==> src/rtl/mul_seq_ctrl_pkg.sv <==
// Shared types and constants for the sequential shift-add multiplier and the ALU it drives.
package mul_seq_ctrl_pkg;

    localparam int unsigned XLEN_DEF  = 64;
    localparam int unsigned CNT_W_DEF = 7;
    localparam int unsigned ALU_OP_W  = 4;

    typedef enum logic [1:0] {
        ST_IDLE = 2'd0,
        ST_RUN  = 2'd1,
        ST_DONE = 2'd2
    } mul_state_e;

    localparam logic [ALU_OP_W-1:0] ALU_AND = 4'b0000;
    localparam logic [ALU_OP_W-1:0] ALU_OR  = 4'b0001;
    localparam logic [ALU_OP_W-1:0] ALU_ADD = 4'b0010;
    localparam logic [ALU_OP_W-1:0] ALU_SUB = 4'b0110;
    localparam logic [ALU_OP_W-1:0] ALU_NOR = 4'b1100;

endpackage

==> src/rtl/mul_seq_datapath.sv <==
// Accumulator, shifting multiplicand/multiplier and iteration counter for shift-add multiply.
module mul_seq_datapath
    import mul_seq_ctrl_pkg::*;
#(
    parameter int unsigned XLEN  = XLEN_DEF,
    parameter int unsigned CNT_W = CNT_W_DEF
) (
    input  logic            clk,
    input  logic            reset,
    input  logic            load_i,
    input  logic            step_i,
    input  logic [XLEN-1:0] op_a_i,
    input  logic [XLEN-1:0] op_b_i,
    input  logic [XLEN-1:0] alu_result_i,
    output logic [XLEN-1:0] acc_o,
    output logic [XLEN-1:0] mcand_o,
    output logic            zero_o,
    output logic            last_c_o
);

    logic [XLEN-1:0]  acc_q, acc_d;
    logic [XLEN-1:0]  mcand_q, mcand_d;
    logic [XLEN-1:0]  mplier_q, mplier_d;
    logic [CNT_W-1:0] cnt_q, cnt_d;
    logic [CNT_W-1:0] cnt_inc;
    logic             zero_q;

    assign cnt_inc = cnt_q + CNT_W'(1);

    always_comb begin
        acc_d    = acc_q;
        mcand_d  = mcand_q;
        mplier_d = mplier_q;
        cnt_d    = cnt_q;
        if (load_i) begin
            acc_d    = '0;
            mcand_d  = op_a_i;
            mplier_d = op_b_i;
            cnt_d    = '0;
        end else if (step_i) begin
            if (mplier_q[0]) begin
                acc_d = alu_result_i;
            end
            mcand_d  = mcand_q << 1;
            mplier_d = mplier_q >> 1;
            cnt_d    = cnt_inc;
        end
    end

    always_ff @(posedge clk) begin
        if (reset) begin
            acc_q    <= '0;
            mcand_q  <= '0;
            mplier_q <= '0;
            cnt_q    <= '0;
            zero_q   <= 1'b1;
        end else begin
            acc_q    <= acc_d;
            mcand_q  <= mcand_d;
            mplier_q <= mplier_d;
            cnt_q    <= cnt_d;
            zero_q   <= (acc_d == '0);
        end
    end

    // Current step is the last one if the shifted multiplier runs out of ones or all bits are consumed.
    assign last_c_o = (mplier_q[XLEN-1:1] == '0) || (cnt_inc == CNT_W'(XLEN));
    assign acc_o    = acc_q;
    assign mcand_o  = mcand_q;
    assign zero_o   = zero_q;

endmodule

==> src/rtl/mul_seq_ctrl.sv <==
// Sequential multiplier controller: valid/ready handshake FSM steering the datapath through the shared ALU.
module mul_seq_ctrl
    import mul_seq_ctrl_pkg::*;
#(
    parameter int unsigned XLEN  = XLEN_DEF,
    parameter int unsigned CNT_W = CNT_W_DEF
) (
    input  logic                clk,
    input  logic                reset,
    input  logic                start_valid,
    output logic                start_ready,
    input  logic [XLEN-1:0]     op_a,
    input  logic [XLEN-1:0]     op_b,
    output logic [XLEN-1:0]     alu_a,
    output logic [XLEN-1:0]     alu_b,
    output logic [ALU_OP_W-1:0] alu_op,
    input  logic [XLEN-1:0]     alu_result,
    output logic                res_valid,
    input  logic                res_ready,
    output logic [XLEN-1:0]     product,
    output logic                product_zero,
    output logic                busy
);

    mul_state_e      state_q, state_d;
    logic            load, step, last_c;
    logic [XLEN-1:0] acc, mcand;
    logic            acc_zero;

    always_ff @(posedge clk) begin
        if (reset) begin
            state_q <= ST_IDLE;
        end else begin
            state_q <= state_d;
        end
    end

    always_comb begin
        state_d     = state_q;
        start_ready = 1'b0;
        res_valid   = 1'b0;
        busy        = 1'b0;
        load        = 1'b0;
        step        = 1'b0;
        case (state_q)
            ST_IDLE: begin
                start_ready = 1'b1;
                if (start_valid) begin
                    load    = 1'b1;
                    state_d = ST_RUN;
                end
            end
            ST_RUN: begin
                busy = 1'b1;
                step = 1'b1;
                if (last_c) begin
                    state_d = ST_DONE;
                end
            end
            ST_DONE: begin
                busy      = 1'b1;
                res_valid = 1'b1;
                if (res_ready) begin
                    state_d = ST_IDLE;
                end
            end
            default: state_d = ST_IDLE;
        endcase
    end

    mul_seq_datapath #(
        .XLEN  (XLEN),
        .CNT_W (CNT_W)
    ) u_datapath (
        .clk          (clk),
        .reset        (reset),
        .load_i       (load),
        .step_i       (step),
        .op_a_i       (op_a),
        .op_b_i       (op_b),
        .alu_result_i (alu_result),
        .acc_o        (acc),
        .mcand_o      (mcand),
        .zero_o       (acc_zero),
        .last_c_o     (last_c)
    );

    assign alu_a        = acc;
    assign alu_b        = mcand;
    assign alu_op       = ALU_ADD;
    assign product      = acc;
    assign product_zero = acc_zero;

endmodule

==> config.mk <==
export PLATFORM = sky130hd
export DESIGN_NAME = mul_seq_ctrl
export DESIGN_NICKNAME = d
export VERILOG_FILES = /design/src/rtl/mul_seq_ctrl_pkg.sv /design/src/rtl/mul_seq_datapath.sv /design/src/rtl/mul_seq_ctrl.sv
export SDC_FILE = /design/constraint.sdc
export NUM_CORES = 1
export LEC_CHECK = 0
export ABC_AREA = 1
export CAP_MARGIN = 20
export CORE_AREA = 2 2 152 154
export DETAILED_ROUTE_END_ITERATION = 8
export DIE_AREA = 0 0 154 156
export GPL_TIMING_DRIVEN = 1
export PLACE_DENSITY = 0.81
export SYNTH_ARGS = -nofsm -noshare
export SYNTH_HDL_FRONTEND = slang
export SYNTH_SLANG_ARGS = --single-unit
==> constraint.sdc <==
create_clock -name clk -period 2.31 [get_ports clk]
set_clock_uncertainty 0.05 [all_clocks]
set_input_delay 0.462 -clock clk [delete_from_list [all_inputs] [get_ports clk]]
set_output_delay 0.462 -clock clk [all_outputs]
set_load 0.05 [all_outputs]
==> impl_metrics.csv, run 1 <==
group,metric,value,unit
worst_setup_path,end_kind,"output pin",
cts,clk_pin_slew_worst_paths,60,ps
final_layout,drive_gt1_share,4.16,%
power,peakVddDrop,0.000731,V
worst_setup_path,slowest_delay,850,ps
routing,wl_per_cell,16.2,um
die,die-area,24000,sq um
sta,fin_crit_sh,98.7,%
worst_hold_path,worstHoldStart,"reset",
worst_setup_path,cp_max_fo,3,
global_routing,grtUsageTotal,25.2,%
worst_setup_path,crit_slowest_cell,"clkdlybuf4s50_1",
cts,cts_buffer_depth,3,
worst_hold_path,hold_path_class,"input port to flop",
final_layout,final_common_cell,"clkdlybuf4s50_1",
placement,dp.final_hpwl,21.9,mm
cts,numClockSinks,202,
global_routing,antenna_found_initial,2,
final_layout,area_delta_synth_final,45.6,%
global_routing,grt_pass1_wl,50.0,mm
yosys,ys_warn_count,0,
routing,ant_nets,0,
routing,drtIter0Drc,798,
worst_setup_path,crit_arrival,1770,ps
sta,setup_tns,0,ps
placement,gp_congestion,0.849,
global_routing,grt_overflow,0,
sta,min_period,2280,ps
cts,cts_buffers,22,
routing,routed_wl,31.8,mm
power,power,16.5,mW
worst_setup_path,cp.depth,1,
sta,worstMarginPinSlew,915,ps
cts,cts_tree,"built",
sta,slew_violations,0,
die,dieHeight,156,um
worst_setup_path,crit_family,"buffers and inverters",
global_routing,grt_pass1_vias,9716,
yosys,ys_seq_area_share,41.6,%
sta,max_freq,0.438,GHz
die,placement_rows,55,
cts,post_cts_buffers,0,
cts,cts_hold_buffers,0,
flow_run,drv_cap,0,
worst_hold_path,hold_path_depth,3,
yosys,syn-cell-area,9730,sq um
final_layout,antenna_cells,0,
routing,avgViaCountPerCell,5.28,
die,fp.dieW,154,um
cts,h-tree-depth,1,
sta,rsz0062_at_grt,"true",
worst_setup_path,reg2reg_depth,11,
routing,post-route-drc-count,0,
worst_setup_path,critPathLaunch,"u_datapath.acc_o[20]$_SDFF_PP0_",
yosys,ys_types,24,
worst_setup_path,r2r-start,"state_q[1]$_SDFFE_PP0P_",
yosys,ys_ff_latch,202,
sta,maxSlewHeadroom,39.0,%
placement,io_buffers,391,
die,core_area,22400,sq um
yosys,syn-mean-instance-area,6.95,sq um
global_routing,grt_max_degree,129,
final_layout,nets,1869,
worst_setup_path,crit_required,1800,ps
final_layout,utilization,63.3,%
die,io_pins,396,
sta,hold_viol,0,
yosys,synth_cells,1400,
die,start_util,43.5,%
worst_setup_path,crit_type,"flop to output pin",
outcome,status,"finished, final reports clean",
worst_setup_path,crit_chain,"clkdlybuf4s50_1",
sta,finalSetupViolations,0,
routing,vias,10400,
routing,dr.pass1.iters,5,
power,p_leak,5.77,nW
worst_setup_path,start_kind,"flop",
power,power.density,1170,nW/um^2
final_layout,final_cell_mix,"clkdlybuf4s50_1, nand2_1, dfxtp_1, nand3_1, nor2_1",
cts,clk_latency,500,ps
worst_setup_path,worst-path-buf-inv,1,
cts,clockRootBuffer,"clkbuf_16",
## synthesized netlist by cell type, drive strengths merged
library cell,n,area (sq um)
a21oi,11,55.1
a31oi,125,782
buf,106,759
clkbuf,66,248
clkinv,1,3.75
conb,2,7.51
dfxtp,202,4040
ha,6,75.1
inv,112,420
nand2,365,1370
nand3,160,801
nor2,132,495
nor3b,1,7.51
o211ai,37,278
o21ai,71,355
o22ai,1,6.26
xnor2,1,8.76
xor2,1,8.76
## final cells by class
| type | instances | area (sq um) |
|---|---|---|
| well taps | 285 | 357 |
| multi-input cells | 915 | 4310 |
| inverters | 113 | 424 |
| clock inverters | 8 | 144 |
| clock buffers | 32 | 649 |
| repair buffers | 413 | 4240 |
| flip-flops and latches | 202 | 4040 |
| fillers | 1882 | 8200 |
## timing repair
item	CTS	global route
gates cloned	1	0
resized for setup	4	5
hold endpoints to repair	0	0
setup endpoints to repair	2	5
## flip-flops by register name (all words and copies together), names as in the netlist
signal               cells
u_datapath.cnt_q         7
u_datapath.mcand_o      64
u_datapath.mplier_q     64
state_q                  2
u_datapath.acc_o        64
u_datapath.zero_o        1
## report_power, final
| part | internal [mW] | switching (mW) |
|---|---|---|
| clock | 2.40 | 1.45 |
| sequential | 4.22 | 0.613 |
| combinational | 2.66 | 5.19 |
| total | 9.29 | 7.26 |
## kinds of logic (layout without fill, tap and decap cells)
| logic type | count (synthesis) | in the layout | synth area share (%) |
|---|---|---|---|
| and+or+nand+nor | 658 | 658 | 27.5 |
| buffers and inverters | 285 | 566 | 14.7 |
| AOI/OAI and AO/OA | 245 | 245 | 15.2 |
| DFF | 202 | 202 | 41.6 |
| adders and majority gates | 6 | 6 | 0.772 |
| other | 2 | 4 | 0.0772 |
| xor gates and xnor gates | 2 | 2 | 0.180 |
## metal layers
layer | wire (um) | share of wire [%] | up-vias | track usage (%)
li1 | - | - | 5067 | -
met1 | 12500 | 39 | 4748 | 30.1
met2 | 15100 | 48 | 484 | 43.1
met3 | 2720 | 8.5 | 96 | 6.19
met4 | 1480 | 4.6 | 4 | 11.5
met5 | 29 | 0.091 | - | 0
## stage by stage
| stage | std cells | instance area (sq um) | hold WS, ps | worst slack [ps] |
|---|---|---|---|---|
| 2_1_floorplan | 1402 | 9740 | 404 | 212 |
| 4_1_cts | 1968 | 14100 | 280 | 9.33 |
| 3_5_place_dp | 1927 | 13300 | 433 | 242 |
| 6_report | 1968 | 14200 | 284 | 29.4 |
| 3_3_place_gp | 1927 | 13300 | 419 | 295 |
| 5_1_grt | 1968 | 14200 | 306 | -24.8 |
## path summary, 6_finish.rpt
path	end	slack [ps]
max	alu_a[20]	30
max reg2reg	u_datapath.zero_o$_SDFF_PP1_	190
min reg2reg	u_datapath.cnt_q[1]$_SDFFE_PP0N_	440
min	u_datapath.zero_o$_SDFF_PP1_	280
No activity file was read; power rests on OpenSTA's default activity.
==> inputs of run 2 (changes only) <==
CORE_AREA = unset   (was 2 2 152 154)
CORE_ASPECT_RATIO = 1.25   (was unset)
CORE_UTILIZATION = 25   (was unset)
DIE_AREA = unset   (was 0 0 154 156)
PLACE_DENSITY = unset   (was 0.81)
==> run 2 against run 1 <==
Net effect: via count decreased by 1.9%; first-iteration DRC count decreased by 15%; combinational power increased by 1%; register-to-register slack hardly changed.
==> impl_metrics.csv, run 2 (synthesized netlist as in run 1, its figures left out) <==
group,metric,value,unit
final_layout,fin_cells,2175,
cts,cts_hold_buffers,0,
die,placement_rows,80,
sta,rsz0062_at_grt,"false",
worst_setup_path,crit_arrival,1750,ps
power,peakVddDrop,0.000574,V
worst_hold_path,hold_path_class,"flop to flop",
routing,avgViaCountPerCell,4.69,
placement,placed_cells,2132,
worst_setup_path,worst-path-buf-inv,1,
worst_setup_path,crit_chain,"clkdlybuf4s50_1",
global_routing,grt_max_degree,129,
power,p_leak,5.91,nW
die,die-area,39700,sq um
final_layout,antenna_cells,0,
cts,clk_pin_slew_worst_paths,60,ps
routing,drtIter0Drc,678,
cts,clk_latency,510,ps
sta,min_period,2260,ps
final_layout,final_common_cell,"nand2_1",
cts,cts_buffer_depth,3,
sta,worstMarginPinSlew,738,ps
sta,fin_crit_sh,97.8,%
worst_setup_path,crit_type,"flop to output pin",
routing,ant_nets,0,
cts,h-tree-depth,1,
sta,maxSlewHeadroom,50.8,%
cts,cts_buffers,23,
worst_setup_path,crit_required,1800,ps
worst_setup_path,cp_max_fo,3,
sta,finalSetupViolations,0,
routing,wl_per_cell,15.8,um
final_layout,utilization,37.5,%
die,core_area,38200,sq um
routing,post-route-drc-count,0,
outcome,status,"finished, final reports clean",
placement,gp_congestion,0.841,
cts,clockRootBuffer,"clkbuf_16",
global_routing,grt_pass1_vias,9560,
sta,hold_viol,0,
global_routing,grtUsageTotal,16.0,%
final_layout,final_cell_mix,"nand2_1, clkdlybuf4s50_1, dfxtp_1, nand3_1, nor2_1",
final_layout,area_delta_synth_final,47.4,%
die,dieHeight,223,um
routing,dr.pass1.iters,5,
placement,io_buffers,391,
final_layout,seq_area,4040,sq um
sta,slew_violations,0,
final_layout,nets,1869,
die,start_util,25.4,%
power,power.density,1140,nW/um^2
global_routing,antenna_found_initial,1,
routing,routed_wl,34.4,mm
final_layout,drive_gt1_share,4.04,%
worst_setup_path,slowest_delay,830,ps
global_routing,grt_overflow,0,
die,fp.dieW,178,um
power,power,16.3,mW
cts,cts_tree,"built",
routing,vias,10200,
placement,dp.final_hpwl,23.5,mm
flow_run,drv_cap,0,
worst_setup_path,start_kind,"flop",
worst_setup_path,crit_slowest_cell,"clkdlybuf4s50_1",
cts,numClockSinks,202,
sta,max_freq,0.442,GHz
final_layout,multiInputGateArea,4310,sq um
sta,setup_tns,0,ps
final_layout,fill_cells,4024,
worst_setup_path,end_kind,"output pin",
worst_setup_path,crit_family,"buffers and inverters",
die,io_pins,396,
cts,post_cts_buffers,0,
global_routing,grt_pass1_wl,50.6,mm
-- run 2: cell types whose count changed in the layout (fill, tap and decap cells not counted), moves of 3 or more --
| cell | previous run | this run |
|---|---|---|
| buf_12 | 12 | 9 |
| clkdlybuf4s50_1 | 381 | 354 |
| bufinv_16 | 4 | 1 |
| dlymetal6s2s_1 | 3 | 8 |
| dlygate4sd2_1 | 1 | 21 |
| clkbuf_1 | 5 | 9 |
-- run 2: per-stage QoR --
step                      instance area (sq um)  worst slack, ps  hold slack [ps]
after floorplan                            9740              212              404
after CTS                                 14200             1.52              399
final                                     14300             49.9              431
after global routing                      14300             2.63              446
after detailed placement                  13500             98.6              423
after global placement                    13500              167              416
-- run 2: final timing paths --
path | from | end | slack [ps] | cells past startpoint
max | u_datapath.mcand_o[13]$_SDFFE_PP0P_ | alu_b[13] | 50 | 1
min | u_datapath.mplier_q[41]$_SDFFE_PP0P_ | u_datapath.mplier_q[41]$_SDFFE_PP0P_ | 430 | 2
max reg2reg | state_q[1]$_SDFFE_PP0P_ | u_datapath.zero_o$_SDFF_PP1_ | 200 | 12
min reg2reg | u_datapath.mplier_q[41]$_SDFFE_PP0P_ | u_datapath.mplier_q[41]$_SDFFE_PP0P_ | 430 | 2
-- run 2: repair_timing --
item | in CTS | in global routing
pin swaps | 0 | 0
setup endpoints to repair | 23 | 57
gates cloned | 0 | 2
gates resized for setup | 24 | 14
-- run 2: power by group --
part / internal [mW] / switching [mW]
registers: 4.22 / 0.617
logic: 2.63 / 5.32
clock network: 2.05 / 1.47
total: 8.90 / 7.40
-- run 2: area by class of cell --
| cell class | instances | share of cell area, % |
|---|---|---|
| Multi-Input combinational cell | 915 | 30.0 |
| Sequential cell | 202 | 28.2 |
| Timing Repair Buffer | 412 | 29.6 |
| Clock inverter | 6 | 0.419 |
| Tap cell | 492 | 4.29 |
| Clock buffer | 35 | 4.54 |
| Inverter | 113 | 2.96 |
-- run 2: metal layers --
layer  global-route usage [%]  routed length (um)
met5                        0                   9
met4                     6.07                1120
met3                     3.82                2820
met2                     28.2               16900
met1                     18.3               13600
